==> src/rtl/rtc_calendar_core_pkg.sv <==
// Shared widths, BCD calendar constants and helpers
// for the RTC/calendar core.
package rtc_pkg;

  localparam int BCD2_W = 8;
  localparam int YEAR_W = 16;
  localparam int TIME_W = 24;
  localparam int DATE_W = 32;

  localparam logic [7:0] BCD_00   = 8'h00;
  localparam logic [7:0] BCD_01   = 8'h01;
  localparam logic [7:0] BCD_99   = 8'h99;
  localparam logic [7:0] SEC_MAX  = 8'h59;
  localparam logic [7:0] MIN_MAX  = 8'h59;
  localparam logic [7:0] HOUR_MAX = 8'h23;
  localparam logic [7:0] MON_MAX  = 8'h12;
  localparam logic [7:0] DIM_31   = 8'h31;
  localparam logic [7:0] DIM_30   = 8'h30;
  localparam logic [7:0] DIM_29   = 8'h29;
  localparam logic [7:0] DIM_28   = 8'h28;
  localparam logic [7:0] RST_DAY  = 8'h01;
  localparam logic [7:0] RST_MON  = 8'h01;

  typedef struct packed {
    logic [7:0] hour;
    logic [7:0] min;
    logic [7:0] sec;
  } rtc_time_t;

  typedef struct packed {
    logic [15:0] year;
    logic [7:0]  month;
    logic [7:0]  day;
  } rtc_date_t;

  // tens parity selects which units digits make the pair a multiple of 4
  function automatic logic bcd_div4(input logic [7:0] b);
    logic [3:0] u;
    u = b[3:0];
    if (b[4])
      return (u == 4'd2) || (u == 4'd6);
    return (u == 4'd0) || (u == 4'd4) || (u == 4'd8);
  endfunction

  function automatic logic bcd_leap(input logic [15:0] y);
    if (y[7:0] == 8'h00)
      return bcd_div4(y[15:8]);
    return bcd_div4(y[7:0]);
  endfunction

  function automatic logic [7:0] bcd_days_in_month(
    input logic [7:0] m,
    input logic       leap
  );
    logic [7:0] d;
    unique case (1'b1)
      (m == 8'h02): d = leap ? DIM_29 : DIM_28;
      (m == 8'h04) || (m == 8'h06) ||
      (m == 8'h09) || (m == 8'h11): d = DIM_30;
      default: d = DIM_31;
    endcase
    return d;
  endfunction

  function automatic logic bcd_valid(input logic [55:0] n);
    logic ok;
    ok = 1'b1;
    for (int i = 0; i < 14; i++)
      if (n[4*i +: 4] > 4'd9) ok = 1'b0;
    return ok;
  endfunction

endpackage

==> src/rtl/rtc_calendar_core_if.sv <==
// Load handshake bundle between a host and the
// RTC/calendar core.
interface rtc_calendar_core_if;
  import rtc_pkg::*;

  logic              load_valid;
  logic              load_ready;
  logic [TIME_W-1:0] load_time;
  logic [DATE_W-1:0] load_date;
  logic              load_err;

  modport master (
    output load_valid, load_time, load_date,
    input  load_ready, load_err
  );

  modport slave (
    input  load_valid, load_time, load_date,
    output load_ready, load_err
  );

endinterface

==> src/rtl/rtc_calendar_core_bcd2_counter.sv <==
// Two-digit BCD counter with load, increment and
// wrap carry; the i_max port can only tighten MAX.
module rtc_bcd2_counter
  import rtc_pkg::*;
#(
  parameter logic [7:0] MIN     = 8'h00,
  parameter logic [7:0] MAX     = 8'h99,
  parameter logic [7:0] RST_VAL = MIN
) (
  input  logic              clk,
  input  logic              rst,
  input  logic              i_load,
  input  logic [BCD2_W-1:0] i_ld_val,
  input  logic              i_inc,
  input  logic [BCD2_W-1:0] i_max,
  output logic [BCD2_W-1:0] o_val,
  output logic              o_carry
);

  logic [BCD2_W-1:0] r_val;
  logic [BCD2_W-1:0] w_max;
  logic [BCD2_W-1:0] w_next;

  assign w_max = (i_max < MAX) ? i_max : MAX;

  assign w_next = (r_val[3:0] == 4'd9)
    ? {r_val[7:4] + 4'd1, 4'd0}
    : {r_val[7:4], r_val[3:0] + 4'd1};

  assign o_carry = i_inc & (r_val >= w_max);
  assign o_val   = r_val;

  always_ff @(posedge clk or posedge rst)
    if (rst)
      r_val <= RST_VAL;
    else if (i_load)
      r_val <= i_ld_val;
    else if (i_inc)
      r_val <= o_carry ? MIN : w_next;

endmodule

==> src/rtl/rtc_calendar_core.sv <==
// BCD real-time clock/calendar: prescaler, validated
// load handshake, Gregorian carry chain, event pulses.
module rtc_calendar_core
  import rtc_pkg::*;
#(
  parameter int          CLK_HZ         = 50000000,
  parameter logic [15:0] RESET_YEAR_BCD = 16'h2024,
  parameter int          PS_W =
    (CLK_HZ > 1) ? $clog2(CLK_HZ) : 1
) (
  input  logic                clk,
  input  logic                rst,
  input  logic                run_en,
  input  logic                fast,
  rtc_calendar_core_if.slave  lif,
  output logic [7:0]          sec_bcd,
  output logic [7:0]          min_bcd,
  output logic [7:0]          hour_bcd,
  output logic [7:0]          day_bcd,
  output logic [7:0]          month_bcd,
  output logic [YEAR_W-1:0]   year_bcd,
  output logic                sec_tick,
  output logic                day_tick,
  output logic                year_wrap
);

  logic [PS_W-1:0] r_ps;
  logic r_ready, r_err;
  logic r_sec_tick, r_day_tick, r_year_wrap;

  rtc_time_t  w_lt;
  rtc_date_t  w_ldd;
  logic [7:0] w_dim_ld, w_dim_cur;
  logic [7:0] w_yl, w_yh;
  logic w_acc, w_ok, w_ld, w_adv, w_inc, w_ps_top;
  logic w_c_sec, w_c_min, w_c_hour;
  logic w_c_day, w_c_mon, w_c_yl, w_c_yh;

  assign w_lt  = lif.load_time;
  assign w_ldd = lif.load_date;

  assign w_dim_ld = bcd_days_in_month(
    w_ldd.month, bcd_leap(w_ldd.year));
  assign w_dim_cur = bcd_days_in_month(
    month_bcd, bcd_leap(year_bcd));

  assign w_ok = bcd_valid({w_lt, w_ldd})
    & (w_lt.sec  <= SEC_MAX)
    & (w_lt.min  <= MIN_MAX)
    & (w_lt.hour <= HOUR_MAX)
    & (w_ldd.month != BCD_00)
    & (w_ldd.month <= MON_MAX)
    & (w_ldd.day != BCD_00)
    & (w_ldd.day <= w_dim_ld);

  assign w_acc    = lif.load_valid & r_ready;
  assign w_ld     = w_acc & w_ok;
  assign w_ps_top = (r_ps == PS_W'(CLK_HZ - 1));
  assign w_adv    = run_en & (fast | w_ps_top);
  // an accepted load swallows a coincident advance
  assign w_inc    = w_adv & ~w_acc;

  always_ff @(posedge clk or posedge rst)
    if (rst)
      r_ps <= '0;
    else if (w_ld)
      r_ps <= '0;
    else if (run_en)
      r_ps <= (fast | w_ps_top) ? '0 : r_ps + PS_W'(1);

  always_ff @(posedge clk or posedge rst)
    if (rst) begin
      r_ready     <= 1'b0;
      r_err       <= 1'b0;
      r_sec_tick  <= 1'b0;
      r_day_tick  <= 1'b0;
      r_year_wrap <= 1'b0;
    end else begin
      r_ready     <= ~w_acc;
      r_err       <= w_acc & ~w_ok;
      r_sec_tick  <= w_inc;
      r_day_tick  <= w_c_hour;
      r_year_wrap <= w_c_yh;
    end

  rtc_bcd2_counter #(
    .MIN(BCD_00), .MAX(SEC_MAX), .RST_VAL(BCD_00)
  ) u_sec (
    .clk(clk), .rst(rst), .i_load(w_ld),
    .i_ld_val(w_lt.sec), .i_inc(w_inc),
    .i_max(SEC_MAX), .o_val(sec_bcd),
    .o_carry(w_c_sec)
  );

  rtc_bcd2_counter #(
    .MIN(BCD_00), .MAX(MIN_MAX), .RST_VAL(BCD_00)
  ) u_min (
    .clk(clk), .rst(rst), .i_load(w_ld),
    .i_ld_val(w_lt.min), .i_inc(w_c_sec),
    .i_max(MIN_MAX), .o_val(min_bcd),
    .o_carry(w_c_min)
  );

  rtc_bcd2_counter #(
    .MIN(BCD_00), .MAX(HOUR_MAX), .RST_VAL(BCD_00)
  ) u_hour (
    .clk(clk), .rst(rst), .i_load(w_ld),
    .i_ld_val(w_lt.hour), .i_inc(w_c_min),
    .i_max(HOUR_MAX), .o_val(hour_bcd),
    .o_carry(w_c_hour)
  );

  rtc_bcd2_counter #(
    .MIN(BCD_01), .MAX(DIM_31), .RST_VAL(RST_DAY)
  ) u_day (
    .clk(clk), .rst(rst), .i_load(w_ld),
    .i_ld_val(w_ldd.day), .i_inc(w_c_hour),
    .i_max(w_dim_cur), .o_val(day_bcd),
    .o_carry(w_c_day)
  );

  rtc_bcd2_counter #(
    .MIN(BCD_01), .MAX(MON_MAX), .RST_VAL(RST_MON)
  ) u_mon (
    .clk(clk), .rst(rst), .i_load(w_ld),
    .i_ld_val(w_ldd.month), .i_inc(w_c_day),
    .i_max(MON_MAX), .o_val(month_bcd),
    .o_carry(w_c_mon)
  );

  rtc_bcd2_counter #(
    .MIN(BCD_00), .MAX(BCD_99),
    .RST_VAL(RESET_YEAR_BCD[7:0])
  ) u_year_lo (
    .clk(clk), .rst(rst), .i_load(w_ld),
    .i_ld_val(w_ldd.year[7:0]), .i_inc(w_c_mon),
    .i_max(BCD_99), .o_val(w_yl),
    .o_carry(w_c_yl)
  );

  rtc_bcd2_counter #(
    .MIN(BCD_00), .MAX(BCD_99),
    .RST_VAL(RESET_YEAR_BCD[15:8])
  ) u_year_hi (
    .clk(clk), .rst(rst), .i_load(w_ld),
    .i_ld_val(w_ldd.year[15:8]), .i_inc(w_c_yl),
    .i_max(BCD_99), .o_val(w_yh),
    .o_carry(w_c_yh)
  );

  assign year_bcd       = {w_yh, w_yl};
  assign lif.load_ready = r_ready;
  assign lif.load_err   = r_err;
  assign sec_tick       = r_sec_tick;
  assign day_tick       = r_day_tick;
  assign year_wrap      = r_year_wrap;

endmodule

==> src/flat_wrapper.sv <==
// flat-port wrapper written by rule: the top's interface ports become plain ports
module rtc_calendar_core_flat import rtc_pkg::*;
#(
  parameter int          CLK_HZ         = 50000000,
  parameter logic [15:0] RESET_YEAR_BCD = 16'h2024,
  parameter int          PS_W =
    (CLK_HZ > 1) ? $clog2(CLK_HZ) : 1
)
  (clk, rst, run_en, fast, sec_bcd, min_bcd, hour_bcd, day_bcd, month_bcd, year_bcd, sec_tick, day_tick, year_wrap, lif_load_valid, lif_load_time, lif_load_date, lif_load_ready, lif_load_err);
  rtc_calendar_core_if lif_i ();
  input  logic clk;
  input  logic rst;
  input  logic run_en;
  input  logic fast;
  output logic [7:0] sec_bcd;
  output logic [7:0] min_bcd;
  output logic [7:0] hour_bcd;
  output logic [7:0] day_bcd;
  output logic [7:0] month_bcd;
  output logic [YEAR_W-1:0] year_bcd;
  output logic sec_tick;
  output logic day_tick;
  output logic year_wrap;
  input wire logic [$bits(lif_i.load_valid)-1:0] lif_load_valid;
  input wire logic [$bits(lif_i.load_time)-1:0] lif_load_time;
  input wire logic [$bits(lif_i.load_date)-1:0] lif_load_date;
  output wire logic [$bits(lif_i.load_ready)-1:0] lif_load_ready;
  output wire logic [$bits(lif_i.load_err)-1:0] lif_load_err;
  assign lif_i.load_valid = lif_load_valid;
  assign lif_i.load_time = lif_load_time;
  assign lif_i.load_date = lif_load_date;
  assign lif_load_ready = lif_i.load_ready;
  assign lif_load_err = lif_i.load_err;
  rtc_calendar_core #(.CLK_HZ(CLK_HZ), .RESET_YEAR_BCD(RESET_YEAR_BCD), .PS_W(PS_W)) u_core (.clk(clk), .rst(rst), .run_en(run_en), .fast(fast), .lif(lif_i), .sec_bcd(sec_bcd), .min_bcd(min_bcd), .hour_bcd(hour_bcd), .day_bcd(day_bcd), .month_bcd(month_bcd), .year_bcd(year_bcd), .sec_tick(sec_tick), .day_tick(day_tick), .year_wrap(year_wrap));
endmodule
==> config.mk <==
export PLATFORM = sky130hd
export DESIGN_NAME = rtc_calendar_core_flat
export DESIGN_NICKNAME = d
export VERILOG_FILES = /design/src/rtl/rtc_calendar_core_pkg.sv /design/src/rtl/rtc_calendar_core_if.sv /design/src/rtl/rtc_calendar_core_bcd2_counter.sv /design/src/rtl/rtc_calendar_core.sv /design/src/flat_wrapper.sv
export SDC_FILE = /design/constraint.sdc
export NUM_CORES = 1
export LEC_CHECK = 0
export CAP_MARGIN = 15
export CORE_ASPECT_RATIO = 1.2
export CORE_UTILIZATION = 40
export DETAILED_ROUTE_END_ITERATION = 8
export PLACE_DENSITY = 0.68
export SLEW_MARGIN = 20
export SYNTH_ARGS = -nofsm -noshare
export SYNTH_HDL_FRONTEND = slang
export SYNTH_SLANG_ARGS = --single-unit
==> constraint.sdc <==
create_clock -name clk -period 3.5 [get_ports clk]
set_input_delay 0.35 -clock clk [delete_from_list [all_inputs] [get_ports clk]]
set_output_delay 0.35 -clock clk [all_outputs]
set_load 0.005 [all_outputs]
==> results of run 1 <==
[layout by cell type, fill, tap and decap left out, types with 4 or more instances in the layout]
master,n
and2_1,4
clkdlybuf4s50_1,117
o211ai_1,9
a22oi_1,9
a21o_1,5
inv_1,33
o21ai_0,52
nand4_1,7
nor4b_1,5
or4_4,4
and3_1,13
or3_1,16
or2_2,5
nand2_1,61
nor4_1,10
dfstp_2,5
a31oi_1,28
ha_1,23
nor2_1,65
nand2b_1,5
a21oi_1,67
nand3_1,37
mux2i_1,5
nor3_1,24
nor2b_1,4
dfrtp_1,82
o31ai_1,5
buf_4,83
clkbuf_16,9
nor3b_1,8
[cell type report]
class,count,area (sq um)
inverter,34,128.9
fill,1244,6025
sequential,87,2183
tap,175,219.0
multi-input combinational,551,3562
clock inverter,3,25.02
timing repair buffer,210,1951
clock buffer,13,260.3
[power by group through the flow]
stage               sequential (mW)  clock [mW]  combinational [mW]
global placement               1.15           0               0.455
finish                         1.14       0.957               0.482
detailed placement             1.16           0               0.471
global route                   1.15        1.00               0.519
CTS                            1.14       0.967               0.482
floorplan                      1.14           0               0.217
[what timing repair did]
action / CTS / global route
pin swaps: 5 / 14
endpoints found under the setup margin: 79 / 70
setup buffers: 3 / 2
gates resized for setup: 17 / 23
cloned: 1 / 0
[state kept, by name, indices dropped and copies added, names as in the netlist, 8 cells and up]
| register | flops |
|---|---|
| u_core.u_sec.o_val | 8 |
| u_core.u_mon.o_val | 8 |
| u_core.u_min.o_val | 8 |
| u_core.u_year_hi.o_val | 8 |
| u_core.u_day.o_val | 8 |
| u_core.r_ps | 26 |
| u_core.u_hour.o_val | 8 |
| u_core.u_year_lo.o_val | 8 |
[per-layer routing]
layer	up-vias	GRT usage, %
met5	-	0
met4	0	11.33
li1	3006	-
met2	281	42.65
met3	37	4.519
met1	3040	32.13
[worst max-delay path: stages (launching register included)]
cell and delay, ns:
dfrtp_1 0.38, inv_1 0.07, ha_1 0.19, nand2_1 0.06, or4_1 0.50, o32a_1 0.24
ha_4 0.29, nor4b_4 0.04, o22ai_2 0.17, nor3_4 0.09, buf_4 0.16, nor3_4 0.39
nand3_2 0.13, or4_4 0.43, a21oi_2 0.12
[metrics by stage]
step | util (%) | std cells | hold slack [ns] | setup slack [ns] | total power, mW
final | 58.03 | 1073 | 0.3645 | 0.1552 | 2.582
after global routing | 58.03 | 1073 | 0.3727 | -0.001432 | 2.673
after CTS | 57.17 | 1072 | 0.4613 | 0.009007 | 2.589
after detailed placement | 54.39 | 1052 | 0.4858 | -0.7802 | 1.628
after global placement | 54.39 | 1052 | 0.4668 | -0.5462 | 1.609
after floorplan | - | 707 | 0.4498 | 0.03949 | 1.353
[final timing paths]
kind | start | end | slack [ns] | cells past startpoint
max | u_core.u_mon.o_val[5] | u_core.u_year_lo.o_val[4] | 0.16 | 14
min | lif_load_date[28] | u_core.u_year_hi.o_val[4] | 0.36 | 3
max reg2reg | u_core.u_mon.o_val[5] | u_core.u_year_lo.o_val[4] | 0.16 | 14
min reg2reg | u_core.r_ps[14] | u_core.r_ps[14] | 0.49 | 1
max in group asynchronous | rst | u_core.r_ps[0] | 2.69 | 3
min in group asynchronous | rst | u_core.r_ps[23] | 0.42 | 3
[cells by family after synthesis]
logic type / after synthesis / synth area share, %
simple gates: 302 / 27.64
compound gates: 217 / 23.51
flops: 87 / 37.36
buf+inv: 69 / 5.009
fa+ha+maj: 24 / 5.138
mux: 6 / 1.049
xor+xnor: 2 / 0.2998
==> out/metrics.cfg, run 1 <==
[yosys]
yosysUniqueCellTypes=78
synthFlopType=dfrtp_1
ys_seq_elements=87
synthCells=707
synth_most_common_cell=dfrtp_1
synthArstFlopShare_pct=100.0
yosysSeqAreaShare_pct=37.36
synth_commonest_cells=82 x dfrtp_1, 68 x a21oi_1, 65 x nor2_1, 61 x nand2_1, 55 x o21ai_0
post-synth-top-area-cell=dfrtp_1
yosys_warnings=0
synth-edff-count=0
netlist_area_sq_um=5844
syn-mean-instance-area_sq_um=8.266
syn_nets=792
synth_top_area_share_pct=35.11
synthTopCellsByArea=dfrtp_1 35%, a21oi_1 5.8%, ha_1 5.1%

[timing]
drv_slew=0
period_share_pct=95.57
finalSetupTns_ns=0
hold_violations=0
worst_slew_pin_slew_ns=0.8530
fmax_mhz=299.0
period_needed_ns=3.345
setup_violations=0
slew_headroom_pct=42.33
clock_skew_ns=0.009458

[status]
violations=DRC
outcome=finished with violations

[drt]
drc=4
wl_per_cell_microns=17.60
drtIter0Drc=380
met1Wirelength_microns=7870
viasPerCell=5.931
firstDrtPassIters=9
wl_met3_microns=1124
ant_nets=0
num_vias=6364
wl_met2_microns=9422
drt-total-wl_microns=18880
top_layer=met4

[place]
gp_congestion=0.8688
post-dp-hpwl_microns=13770
io_buffers=121
place_area_sq_um=7807

[power_and_ir_drop]
clock_power_share_pct=37.1
leakage_nw=3.534
switching_share_pct=28.28
p_comb_share_pct=18.7
netSwitchingPower_mw=0.7301
p_int_mw=1.852
p_seq_share_pct=44.3
ir_drop_mv=0.2232
powerDensity_nw_per_um2=310.0

[global_routing]
grt_first_pass_wirelength_microns=30440
grt_usage_pct=25.45
gr-total-overflow=0
first_global_vias=6100
grt_max_degree=88
antenna_found_initial=0

[clock_network]
ctsHoldBuffers=0
cts_sinks=87
clockBufferDepth=2
insertion_delay_ns=0.36
htreeDepth=3
clkTransAtPathRegs_ns=0.06
cts-buffers-inserted=9
cts_tree=done
root_buffer=clkbuf_16

[critical_path]
cp-end-kind=flip-flop
crit_fanout=8
worst-endpoint-arrival_ns=3.63
cp-start-kind=flip-flop
crit_type=reg -> reg
cp.required_ns=3.79

[floorplanning]
die_w_microns=112.3
coreArea_sq_um=14350
fp-row-count=48
initial_utilization_pct=40.72
die-area_sq_um=15100
die_y_microns=134.4
pin_count=122

[finish]
finalNetCount=978
finalInstanceArea_sq_um=8329
diodes=0
synthToLayoutAreaGrowth_pct=42.52
drive_gt1_share_pct=17.48

[flow_run]
drv_cap=0

[hold_path]
hp-class=in -> reg

(Power assumes the default switching activity.)
==> run 2, diff against run 1 <==
--- a/config.mk
+++ b/config.mk
@@ -9,7 +9,7 @@
 export CORE_ASPECT_RATIO = 1.2
 export CORE_UTILIZATION = 40
 export DETAILED_ROUTE_END_ITERATION = 8
-export PLACE_DENSITY = 0.68
+export PLACE_DENSITY = 0.65
 export SLEW_MARGIN = 20
 export SYNTH_ARGS = -nofsm -noshare
 export SYNTH_HDL_FRONTEND = slang
==> constraint.sdc (replaced) <==
create_clock -name clk -period 3.64 [get_ports clk]
set_input_delay 0.364 -clock clk [delete_from_list [all_inputs] [get_ports clk]]
set_output_delay 0.364 -clock clk [all_outputs]
set_load 0.005 [all_outputs]
==> run 2 against run 1 <==
The flow still finishes with violations (DRC); clock-buffer cell count down 2; flip-flop and latch count did not move; via count decreased by 1.9%; critical endpoint is now u_core.r_ps[18]; largest power group unchanged.
==> out/metrics.cfg, run 2 (synthesis results as in run 1) <==
[status]
outcome=finished with violations  ; unchanged
violations=DRC  ; unchanged

[clock_network]
ctsHoldBuffers=0  ; unchanged
cts_tree=done  ; unchanged
cts-buffers-inserted=9  ; unchanged
htreeDepth=3  ; unchanged
clockBufferDepth=2  ; unchanged
insertion_delay_ns=0.35  ; was 0.36 ns
clkTransAtPathRegs_ns=0.06  ; about the same
cts_sinks=87  ; unchanged
root_buffer=clkbuf_16  ; unchanged

[drt]
num_vias=6241  ; was 6364
drt-total-wl_microns=18570  ; was 18880 microns
drtIter0Drc=384  ; was 380
viasPerCell=5.916  ; was 5.931
firstDrtPassIters=7  ; was 9
drc=4  ; unchanged
ant_nets=0  ; unchanged
wl_per_cell_microns=17.60  ; about the same

[power_and_ir_drop]
clock_power_share_pct=40.9  ; was 37.1%
fin_total_pwr_mw=2.628  ; was 2.582 mW
netSwitchingPower_mw=0.6840  ; was 0.7301 mW
ir_drop_mv=0.2607  ; was 0.2232 mV
switching_share_pct=26.03  ; was 28.28%
p_comb_share_pct=17.3  ; was 18.7%
powerDensity_nw_per_um2=323.7  ; was 310.0 nW/um^2
p_seq_share_pct=41.8  ; was 44.3%
p_int_mw=1.944  ; was 1.852 mW
leakage_nw=3.396  ; was 3.534 nW

[finish]
finalNetCount=960  ; was 978
multiInputGateArea_sq_um=3480  ; was 3562 sq um
drive_gt1_share_pct=14.55  ; was 17.48%
largest_reg_flops=26  ; unchanged
seq_area_sq_um=2183  ; unchanged
final_common_cell=clkdlybuf4s50_1  ; unchanged
synthToLayoutAreaGrowth_pct=38.90  ; was 42.52%
finalInstanceArea_sq_um=8118  ; was 8329 sq um
layout_common_cells=121 x clkdlybuf4s50_1, 82 x dfrtp_1, 68 x a21oi_1  ; was 117 x clkdlybuf4s50_1, 83 x buf_4, 82 x dfrtp_1
top_register=u_core.r_ps  ; unchanged
diodes=0  ; unchanged
fillers=1325  ; was 1244

[place]
gp_congestion=0.9038  ; was 0.8688
io_buffers=121  ; unchanged
post-place-ws_ns=-0.5324  ; was -0.7802 ns
post-dp-hpwl_microns=13830  ; was 13770 microns
place_area_sq_um=7642  ; was 7807 sq um

[critical_path]
r2r_start=u_core.u_mon.o_val[5]  ; unchanged
cp-end-kind=flip-flop  ; unchanged
crit_type=in -> reg  ; was reg -> reg
r2r_cells=15  ; was 14
crit_fanout=8  ; unchanged
cp.required_ns=3.91  ; was 3.79 ns
worst-endpoint-arrival_ns=3.73  ; was 3.63 ns
r2r-end=u_core.u_year_hi.o_val[3]  ; was u_core.u_year_lo.o_val[4]
rrSetupSlack_ns=0.20  ; was 0.16 ns
cp-start-kind=input port  ; was flip-flop
crit_start=lif_load_date[28]  ; was u_core.u_mon.o_val[5]

[timing]
period_share_pct=95.03
worst_slew_pin_slew_ns=0.8463  ; was 0.8530 ns
clock_skew_ns=0.005889  ; was 0.009458 ns
hold_violations=0  ; unchanged
period_needed_ns=3.459
setup_violations=0  ; unchanged
slew_headroom_pct=42.78  ; was 42.33%
setup_slack_ns=0.1808  ; was 0.1552 ns
drv_slew=0  ; unchanged
fmax_mhz=289.1

[global_routing]
use_met3_pct=3.073  ; was 4.519%
grt_usage_pct=25.07  ; was 25.45%
first_global_vias=5962  ; was 6100
gr-total-overflow=0  ; unchanged
grt_max_degree=34  ; was 88
grtUsageMet1_pct=31.79  ; was 32.13%
grt-busiest-layer=met2  ; unchanged
antenna_found_initial=0  ; unchanged
gr-usage-met2_pct=43.31  ; was 42.65%
grt_first_pass_wirelength_microns=30060  ; was 30440 microns

[floorplanning]
die-area_sq_um=15100  ; unchanged
coreArea_sq_um=14350  ; unchanged
initial_utilization_pct=40.72  ; unchanged
pin_count=122  ; unchanged
die_w_microns=112.3  ; unchanged
die_y_microns=134.4  ; unchanged
fp-row-count=48  ; unchanged

[hold_path]
hp-class=in -> async  ; was in -> reg

[flow_run]
drv_cap=0  ; unchanged

run 2: critical path: stages:
cell	delay, ns
clkdlybuf4s50_1	0.47
a211oi_1	0.20
a31oi_1	0.06
o21ai_1	0.16
nor3_1	0.08
a2111oi_2	0.21
a31oi_1	0.10
o311ai_1	0.26
ha_1	0.28
a32o_1	0.29
o32ai_4	0.27
nor4_4	0.10
or2_2	0.36
or3_2	0.46
o21ai_0	0.08
run 2: what timing repair did:
action / 4_1_cts / 5_1_grt
resized for setup: 9 / 11
setup buffers: 1 / 5
setup endpoints to repair: 55 / 66
pin swaps: 0 / 5
run 2: how the worst max path moves through the flow:
stage / depth (start not counted) / end / slack [ns]
2_1_floorplan: 12 / u_core.u_year_lo.o_val[4] / 0.06
3_3_place_gp: 15 / u_core.r_ps[18] / -0.36
3_5_place_dp: 16 / u_core.r_ps[19] / -0.53
4_1_cts: 15 / u_core.r_ps[18] / 0.02
5_1_grt: 15 / u_core.r_ps[18] / -0.01
6_report: 15 / u_core.r_ps[18] / 0.18
run 2: cell type report:
class,count,share of cell area (%)
Clock buffer,11,2.867
Clock inverter,5,1.310
Multi-Input combinational cell,551,42.86
Inverter,34,1.588
Tap cell,175,2.697
Timing Repair Buffer,192,21.78
Sequential cell,87,26.90
run 2: power by group through the flow:
stage,clock network (mW),registers [mW],logic (mW)
finish,1.08,1.10,0.454
global route,1.14,1.11,0.499
CTS,1.10,1.10,0.457
detailed placement,0,1.11,0.450
global placement,0,1.11,0.440
floorplan,0,1.09,0.208
run 2: layer usage:
metal	share of wire [%]	up-vias
met2	50	199
met1	43	3050
met3	4.3	23
met5	0	-
met4	2.1	0
li1	-	2969
run 2: through the flow:
step                setup TNS [ns]  hold WS (ns)  util, %  std cells
finish                           0        0.3473    56.56       1055
global placement            -19.49        0.4727    53.24       1034
floorplan                        0        0.4498        -        707
global route              -0.02374        0.4006    56.56       1055
CTS                              0        0.3672    55.95       1051
detailed placement          -31.10        0.4839    53.24       1034
